[config.mk]
export PLATFORM = sky130hd
export DESIGN_NAME = button_debouncer
export DESIGN_NICKNAME = d
export VERILOG_FILES = /design/src/rtl/button_debouncer.sv
export SDC_FILE = /design/constraint.sdc
export NUM_CORES = 1
export LEC_CHECK = 0
export ABC_AREA = 1
export CAP_MARGIN = 10
export CORE_UTILIZATION = 61
export CTS_BUF_LIST = sky130_fd_sc_hd__clkbuf_16
export CTS_CLUSTER_SIZE = 25
export DETAILED_ROUTE_END_ITERATION = 8
export HOLD_SLACK_MARGIN = 0.02
export PLACE_DENSITY_LB_ADDON = 0.08
export SYNTH_ARGS = -nofsm -noshare
export SYNTH_HDL_FRONTEND = slang
export SYNTH_SLANG_ARGS = --single-unit
[constraint.sdc]
create_clock -name clock -period 2.65 [get_ports clock]
set_input_delay 0.265 -clock clock [delete_from_list [all_inputs] [get_ports clock]]
set_output_delay 0.265 -clock clock [all_outputs]
set_load 0.05 [all_outputs]
[src/rtl/button_debouncer.sv]
// Push-button debouncer: two-flop synchronizer followed by a four-state
// stability FSM. A level change is accepted only after Wait consecutive
// stable synchronized samples; each accepted press emits one-cycle pulse.
module button_debouncer #(
  parameter int Wait = 40000,
  parameter int Size = 16
) (
  input  logic clock,
  input  logic reset,
  input  logic button,
  output logic button_pressed,
  output logic button_level
);

  typedef enum logic [1:0] {
    RELEASED     = 2'd0,
    PRESS_WAIT   = 2'd1,
    PRESSED      = 2'd2,
    RELEASE_WAIT = 2'd3
  } state_t;

  // Terminal count of the stability counter; the counter never goes past it.
  localparam logic [Size-1:0] LAST = Size'(Wait - 1);

  logic            sync1;
  logic            sync2;
  state_t          state;
  state_t          state_next;
  logic [Size-1:0] count;
  logic [Size-1:0] count_next;
  logic            pressed_next;
  logic            level_next;

  // Two-flop synchronizer; only sync2 is seen by the FSM.
  always_ff @(posedge clock) begin
    if (reset) begin
      sync1 <= 1'b0;
      sync2 <= 1'b0;
    end else begin
      sync1 <= button;
      sync2 <= sync1;
    end
  end

  // State, counter and registered outputs.
  always_ff @(posedge clock) begin
    if (reset) begin
      state          <= RELEASED;
      count          <= '0;
      button_pressed <= 1'b0;
      button_level   <= 1'b0;
    end else begin
      state          <= state_next;
      count          <= count_next;
      button_pressed <= pressed_next;
      button_level   <= level_next;
    end
  end

  // Next-state, counter and output decode. The counter is cleared on every
  // state entry and only advances while waiting for stability.
  always_comb begin
    state_next   = state;
    count_next   = '0;
    pressed_next = 1'b0;
    case (state)
      RELEASED: begin
        if (sync2) state_next = PRESS_WAIT;
      end
      PRESS_WAIT: begin
        if (!sync2) begin
          state_next = RELEASED;
        end else if (count == LAST) begin
          state_next   = PRESSED;
          pressed_next = 1'b1;
        end else begin
          count_next = count + Size'(1);
        end
      end
      PRESSED: begin
        if (!sync2) state_next = RELEASE_WAIT;
      end
      RELEASE_WAIT: begin
        if (sync2) begin
          state_next = PRESSED;
        end else if (count == LAST) begin
          state_next = RELEASED;
        end else begin
          count_next = count + Size'(1);
        end
      end
      default: begin
        state_next = RELEASED;
      end
    endcase
    // Level follows the state being entered so it changes on the same edge
    // as the accepting transition.
    level_next = (state_next == PRESSED) || (state_next == RELEASE_WAIT);
  end

endmodule

=== Word-level counts from Yosys, hierarchy flattened ===
Cells that the tools add are included.

* Equal/unequal tests: 6
* Muxes and demuxes: 12
* $add $sub $neg: 1
* Reduce and logical (&&, ||, !) cells: 3
* Bitwise gates (word level): 2

{| class="wikitable"
|+ Operators with widths
! cell !! count
|-
| $mux W16 || 3
|-
| $pmux W16 S2 || 1
|-
| $add A16 B1 Y16 const B || 1
|-
| $eq A16 B16 Y1 const B || 1
|-
| $mux W2 || 6
|-
| $eq A2 B2 Y1 const B || 4
|-
| $pmux W2 S4 || 1
|-
| $reduce_or A3 Y1 || 1
|-
| $eq A2 B1 Y1 const B || 1
|-
| $logic_not A2 Y1 || 1
|-
| $not A1 Y1 || 2
|-
| $logic_or A1 B1 Y1 || 1
|-
| $mux W1 || 1
|}

* Logic and storage cells: 30
* Bits in registers: 22

=== Logic depth before layout (Yosys ltp) ===
Gate-level depths: netlist of run 1.

* Depth in word-level cells: 6
* Depth in mapped cells: 8
* Mapped depth without buffers: 8

=== Worst setup path before layout of run 1 ===
No wires, ideal clock.

* Path type: register to register
* Start: register count[0]
* End: register count[5]
* Library setup time: 115 ps
* Buffers on the path: 1
* Cell stages (with the launch flop): 8
* Path slack: 1391 ps
* Required time: 2535 ps
* Clock period less this slack: 1259 ps
* Data arrival time: 1144 ps
* Cell sequence: dfxtp_1 ha_1 nand3_2 nor2_2 nand2_1 nand3_2 buf_6 nor2_1

* Longest elaborated chain between the ends: 4
* Elaborated cells on any way between the ends: 6

{| class="wikitable"
|+ Ends and longest elaborated chain
! element !! line !! text
|-
| start: declaration || 29 || <nowiki>logic [Size-1:0] count;</nowiki>
|-
| start signal: assignment || 54 || <nowiki>count <= count_next;</nowiki>
|-
| $add A16 B1 Y16 / $eq A16 B16 Y1 (equally long branches) || n/a ||
|-
| $mux W16 * || 73, 86 ||
|-
| $mux W16 (on tied branches) || 84, 71 ||
|-
| $pmux W16 S2 * || 66 || <nowiki>case (state)</nowiki>
|}

Mark *: on every way between the ends. The rest lies on a longest branch, timed or not.
A chain may end at the register's enable or synchronous reset.

=== Final worst setup path of run 1 ===
* Start: register button_pressed
* End: output button_pressed

{| class="wikitable"
|+ RTL lines
! element !! line !! text
|-
| start: declaration || 11 || <nowiki>output logic button_pressed,</nowiki>
|-
| start signal: assignment || 55 || <nowiki>button_pressed <= pressed_next;</nowiki>
|}

No word-level cell between the ends.

==> results of run 1 <==
==> final cells by class <==
cell class                      count  area (sq um)
Multi-Input combinational cell    100           500
Sequential cell                    22           440
Fill cell                         120           402
Clock buffer                        3          75.1
Inverter                           16          60.1
Timing Repair Buffer                4          40.0
Tap cell                           16          20.0
Clock inverter                      1          3.75
==> metal layers <==
layer / track usage (%) / vias up
li1: - / 437
met3: 3.83 / 5
met5: 0 / -
met2: 42.7 / 14
met1: 28.6 / 403
met4: 9.09 / 0
==> stage by stage <==
| stage | worst slack, ns | cell area (sq um) | std cells |
|---|---|---|---|
| global route | 1.01 | 1140 | 162 |
| finish | 1.04 | 1140 | 162 |
| CTS | 1.03 | 1140 | 162 |
| floorplan | 1.39 | 1030 | 141 |
| global placement | 1.18 | 1060 | 158 |
| detailed placement | 1.15 | 1060 | 158 |
==> sequential cells by signal, summed over array words and instances, names as in the netlist <==
register        count
button_pressed      1
sync2               1
sync1               1
button_level        1
state               2
count              16
==> kinds of logic after synthesis <==
family	share of synthesized area, %
AND/OR/NAND/NOR	35.1
flip-flops	42.9
buffers and inverters	8.40
AO/OA/AOI/OAI	4.87
XOR/XNOR	7.55
adder cells (fa/ha/maj)	1.22
==> power by group <==
group          internal, W  switching (W)
combinational   0.00000412     0.00000351
sequential        0.000333     0.00000103
clock             0.000201       0.000112
==> synthesized netlist by cell type, types with 2 or more instances <==
cell type / instances
sky130_fd_sc_hd__nand2_2: 3
sky130_fd_sc_hd__o21ai_0: 3
sky130_fd_sc_hd__nor2_2: 4
sky130_fd_sc_hd__nand3_1: 4
sky130_fd_sc_hd__xor2_1: 3
sky130_fd_sc_hd__inv_1: 16
sky130_fd_sc_hd__dfxtp_1: 22
sky130_fd_sc_hd__nand4_1: 2
sky130_fd_sc_hd__nor2_1: 34
sky130_fd_sc_hd__buf_4: 2
sky130_fd_sc_hd__nand3_2: 2
sky130_fd_sc_hd__nand2_1: 30
sky130_fd_sc_hd__xnor2_1: 4
sky130_fd_sc_hd__a21oi_1: 3
==> placed cells by master, fill, tap and decap left out, drive strengths merged <==
master and instances:
a21oi 4, a31oi 1, and3 1, clkbuf 3
clkdlybuf4s50 4, clkinv 1, dfxtp 22, ha 1
inv 16, nand2 33, nand3 6, nand4 2
nor2 39, nor3 1, o21ai 4, xnor2 4
xor2 4
==> worst paths after layout <==
path / slack, ns / cells past startpoint / start / to
min reg2reg: 0.41 / 2 / sync1 / sync2
max reg2reg: 1.23 / 6 / count[0] / count[9]
max: 1.04 / 1 / button_pressed / button_pressed
min: 0.41 / 2 / sync1 / sync2
==> results_dict.tcl, run 1 <==
set metrics [dict create \
    vias_per_cell 5.30 \
    cts_made_buffers 3 \
    vdd_ir_drop_max_v 0.000481 \
    dr.pass1.iters 4 \
    syn2layout_area_growth_pct 11.0 \
    worstSetupEndpointType "output port" \
    critical_path.startpoint_type "register" \
    rsz0062_at_grt "false" \
    topRoutingLayerUsed "met4" \
    wire_length_of_the_first_global_routing_pass_microns 3300 \
    final_max_slew_viol_count 0 \
    totalNegativeSetupSlack_ns 0 \
    clock_sink_count 22 \
    post-dp-hpwl_microns 1270 \
    worst-endpoint-arrival_ns 1.35 \
    layout-drive-gt1-share_pct 11.0 \
    gp_routability_congestion 0.811 \
    totalPowerFinal_w 0.000654 \
    power.leakage_nw 0.399 \
    drcViolationCount 0 \
    clock-root-buffer "sky130_fd_sc_hd__clkbuf_16" \
    design.portCount 5 \
    met2_length_microns 977 \
    clk-insertion-delay-late_ns 0.25 \
    h-tree-depth 1 \
    pin_count_of_the_biggest_net_entering_global_routing 13 \
    cts_resized 0 \
    critical_path.top_delay_family "buffers and inverters" \
    drt_initial_violations 15 \
    grt_use_total_pct 24.0 \
    synth_fp_nets 145 \
    die_width_microns 43.0 \
    die_area_sq_mm 0.00185 \
    crit_fanout 1 \
    critical_path.max_stage_delay_ns 0.79 \
    cp_slowest_cell "sky130_fd_sc_hd__clkdlybuf4s50_1" \
    worstSetupPathType "register to output port" \
    synth_area_leaders "sky130_fd_sc_hd__dfxtp_1 43%, sky130_fd_sc_hd__nor2_1 12%, sky130_fd_sc_hd__nand2_1 11%" \
    cp_num_buf_inv 1 \
    synth.cell_area_sq_mm 0.00103 \
    drt-total-wl_microns 1870 \
    netlist_instances 141 \
    met1_length_microns 822 \
    hold_violations 0 \
    outcome "finished clean" \
    effective_utilization_at_floorplan_pct 66.6 \
    utilization_pct 73.9 \
    synth_top_area_share_pct 42.9 \
    coreArea_sq_mm 0.00154 \
    routed-via-count 859 \
    ys_seq_area_share_pct 42.9 \
    via_count_of_the_first_global_routing_pass 802 \
    final-setup-viol-count 0 \
    clock_tree_from_tritoncts "yes" \
    worst_hold_path_type "register to register" \
    holdBufCountCts 0 \
    ys_async_sr_fraction_pct 0 \
    power.density_mw_per_mm2 574 \
    die_h_microns 43.0 \
    drt.antenna.violating_nets 0 \
    timing.clock.skew_ns 0.00335 \
    ys.flop_type "sky130_fd_sc_hd__dfxtp_1" \
    antenna_found_initial 0 \
    synth.yosys.warnings 0 \
    final_nets 151 \
    row_count 14 \
    holdWs_ns 0.408 \
    yosys.area.top_type "sky130_fd_sc_hd__dfxtp_1" \
    crit_required_ns 2.38 \
    synth_edf_count 0 \
    clkSlewWorstSetupHoldPaths_ns 0.06 \
    cts_setup_buffers 0 \
    tightest_slew_ns 0.493 \
    grt_overflow_total 0 \
    netlist-cell-type-count 23 \
    ctsLongestPathBuffers 2 \
    final.min_clock_period_ns 1.61 \
    fin_crit_sh_pct 60.9 \
    diodes 0 \
    crit_chain "clkdlybuf4s50_1" \
    drv_cap 0 \
    route.met3.wl_microns 44 \
    max_freq_ghz 0.620 \
    place.port_buffers 4 \
    wl_per_cell_microns 11.5 \
    timing.slew.headroom_pct 67.0 \
    synth_area_per_cell_sq_um 7.29 \
    postSynthRegisterBits 22 \
]
Power figures use the tool's default switching activity.
==> run 2, diff against run 1 <==
--- a/config.mk
+++ b/config.mk
@@ -7,7 +7,7 @@
 export LEC_CHECK = 0
 export ABC_AREA = 1
 export CAP_MARGIN = 10
-export CORE_UTILIZATION = 61
+export CORE_UTILIZATION = 51
 export CTS_BUF_LIST = sky130_fd_sc_hd__clkbuf_16
 export CTS_CLUSTER_SIZE = 25
 export DETAILED_ROUTE_END_ITERATION = 8
==> constraint.sdc (replaced) <==
create_clock -name clock -period 1.4 [get_ports clock]
set_input_delay 0.14 -clock clock [delete_from_list [all_inputs] [get_ports clock]]
set_output_delay 0.14 -clock clock [all_outputs]
set_load 0.05 [all_outputs]
==> run 2 against run 1 <==
  * Die area grew 19%
  * Clock power grew to 2.5 times the previous value
  * Critical path type is now register to register
  * Hold slack lost 0.0091 ns
  * Cell count grew 6.8%
  * Via count shrank 1.0%
  * Largest power group is now the clock network
==> results_dict.tcl, run 2 (synthesis results as in run 1) <==
set metrics [dict create \
    drt_initial_violations 5 \
    max_flop_register "count" \
    tightest_slew_ns 0.323 \
    worstSetupPathType "register to register" \
    die_area_sq_mm 0.00220 \
    max_freq_ghz 0.768 \
    wl_per_cell_microns 10.4 \
    grt_util_met1_pct 23.8 \
    crit_fanout 6 \
    holdBufCountCts 0 \
    gr-usage-met3_pct 5.77 \
    final_max_slew_viol_count 0 \
    drt-total-wl_microns 1800 \
    clock_tree_from_tritoncts "yes" \
    grt_use_met2_pct 36.4 \
    power.density_mw_per_mm2 1180 \
    pin_count_of_the_biggest_net_entering_global_routing 14 \
    worstSetupEndpointType "register" \
    place.port_buffers 4 \
    power.leakage_nw 0.425 \
    outcome "finished clean" \
    worst_hold_path_type "input pin to register" \
    via_count_of_the_first_global_routing_pass 742 \
    cts_setup_buffers 0 \
    top_usage_layer "met2" \
    ctsLongestPathBuffers 2 \
    totalNegativeSetupSlack_ns 0 \
    antenna_found_initial 0 \
    syn2layout_area_growth_pct 18.6 \
    layout-drive-gt1-share_pct 16.9 \
    cts_made_buffers 3 \
    dr.pass1.iters 4 \
    vdd_ir_drop_max_v 0.00109 \
    final_nets 153 \
    effective_utilization_at_floorplan_pct 57.0 \
    worst-endpoint-arrival_ns 1.45 \
    drcViolationCount 0 \
    coreArea_sq_mm 0.00180 \
    drv_cap 0 \
    reg.largest.list "count: 16 flops, state: 2 flops" \
    final-setup-viol-count 0 \
    largest_register_ffs 16 \
    number_of_fill_cells 173 \
    clk-insertion-delay-late_ns 0.25 \
    design.portCount 5 \
    clkSlewWorstSetupHoldPaths_ns 0.06 \
    timing.reg2reg.setup_slack_ns 0.1 \
    die_h_microns 46.9 \
    pre_cts_slack_ns -0.00471 \
    row_count 15 \
    crit_required_ns 1.55 \
    hold_violations 0 \
    wire_length_of_the_first_global_routing_pass_microns 3130 \
    fin_crit_sh_pct 93.0 \
    vias_per_cell 4.91 \
    postLayoutSetupSlackWorst_ns 0.0974 \
    layout.cells.most_common_list "34 x sky130_fd_sc_hd__nor2_1, 30 x sky130_fd_sc_hd__nand2_1, 19 x sky130_fd_sc_hd__dfxtp_1" \
    grt_overflow_total 0 \
    cts_resized 1 \
    post-dp-hpwl_microns 1300 \
    diodes 0 \
    gp_routability_congestion 0.770 \
    timing.slew.headroom_pct 78.4 \
    routed-via-count 850 \
    final.min_clock_period_ns 1.30 \
    drt.antenna.violating_nets 0 \
    critical_path.startpoint_type "register" \
    timing.clock.skew_ns 0.00238 \
    grt_use_total_pct 20.6 \
    clock-root-buffer "sky130_fd_sc_hd__clkbuf_16" \
    die_width_microns 46.9 \
    clock_sink_count 22 \
    layout_commonest_cell "sky130_fd_sc_hd__nor2_1" \
    h-tree-depth 1 \
]
## run 2: final cells by class
type	count	area, sq um	share of cell area (%)
Sequential cell	22	444	36.4
Tap cell	25	31.3	2.57
Timing Repair Buffer	6	50.0	4.11
Clock buffer	3	75.1	6.16
Inverter	16	60.1	4.93
Clock inverter	1	30.0	2.46
Multi-Input combinational cell	100	528	43.3
## run 2: final timing paths
check	start	end	cells after the start
setup / recovery	count[8]	count[15]	7
hold reg to reg	sync1	sync2	2
hold / removal	button	sync1	3
setup reg to reg	count[8]	count[15]	7
## run 2: power by group
part | switching (W) | leakage [nW] | internal, W | total, W
Clock | 0.000220 | 0.0511 | 0.000567 | 0.000788
Combinational | 0.00000731 | 0.194 | 0.00000959 | 0.0000169
Sequential | 0.00000181 | 0.179 | 0.000630 | 0.000631
Total | 0.000229 | 0.425 | 0.00121 | 0.00144
## run 2: per-layer routing
layer	up-vias	wire [microns]
met3	5	64
met2	15	915
met4	0	26
li1	449	-
met5	-	0
met1	381	791
## run 2: stage by stage
step           power [W]  hold slack [ns]  utilization, %  instances  area [sq um]
5_1_grt          0.00148            0.411            67.6        173          1220
3_5_place_dp    0.000662            0.409            60.1        169          1080
4_1_cts          0.00146            0.395            66.3        173          1190
3_3_place_gp    0.000661            0.395            60.1        169          1080
2_1_floorplan   0.000652            0.211               -        141          1030
6_report         0.00144            0.399            67.6        173          1220
## run 2: worst max-delay path, stage by stage (launching register included)
cell and delay, ns:
sky130_fd_sc_hd__dfxtp_1 0.43, sky130_fd_sc_hd__nand2_1 0.13, sky130_fd_sc_hd__nor2_1 0.14, sky130_fd_sc_hd__nand2_1 0.12, sky130_fd_sc_hd__nor2_2 0.18, sky130_fd_sc_hd__nand3_1 0.09
sky130_fd_sc_hd__nand2_1 0.07, sky130_fd_sc_hd__nor2_1 0.03
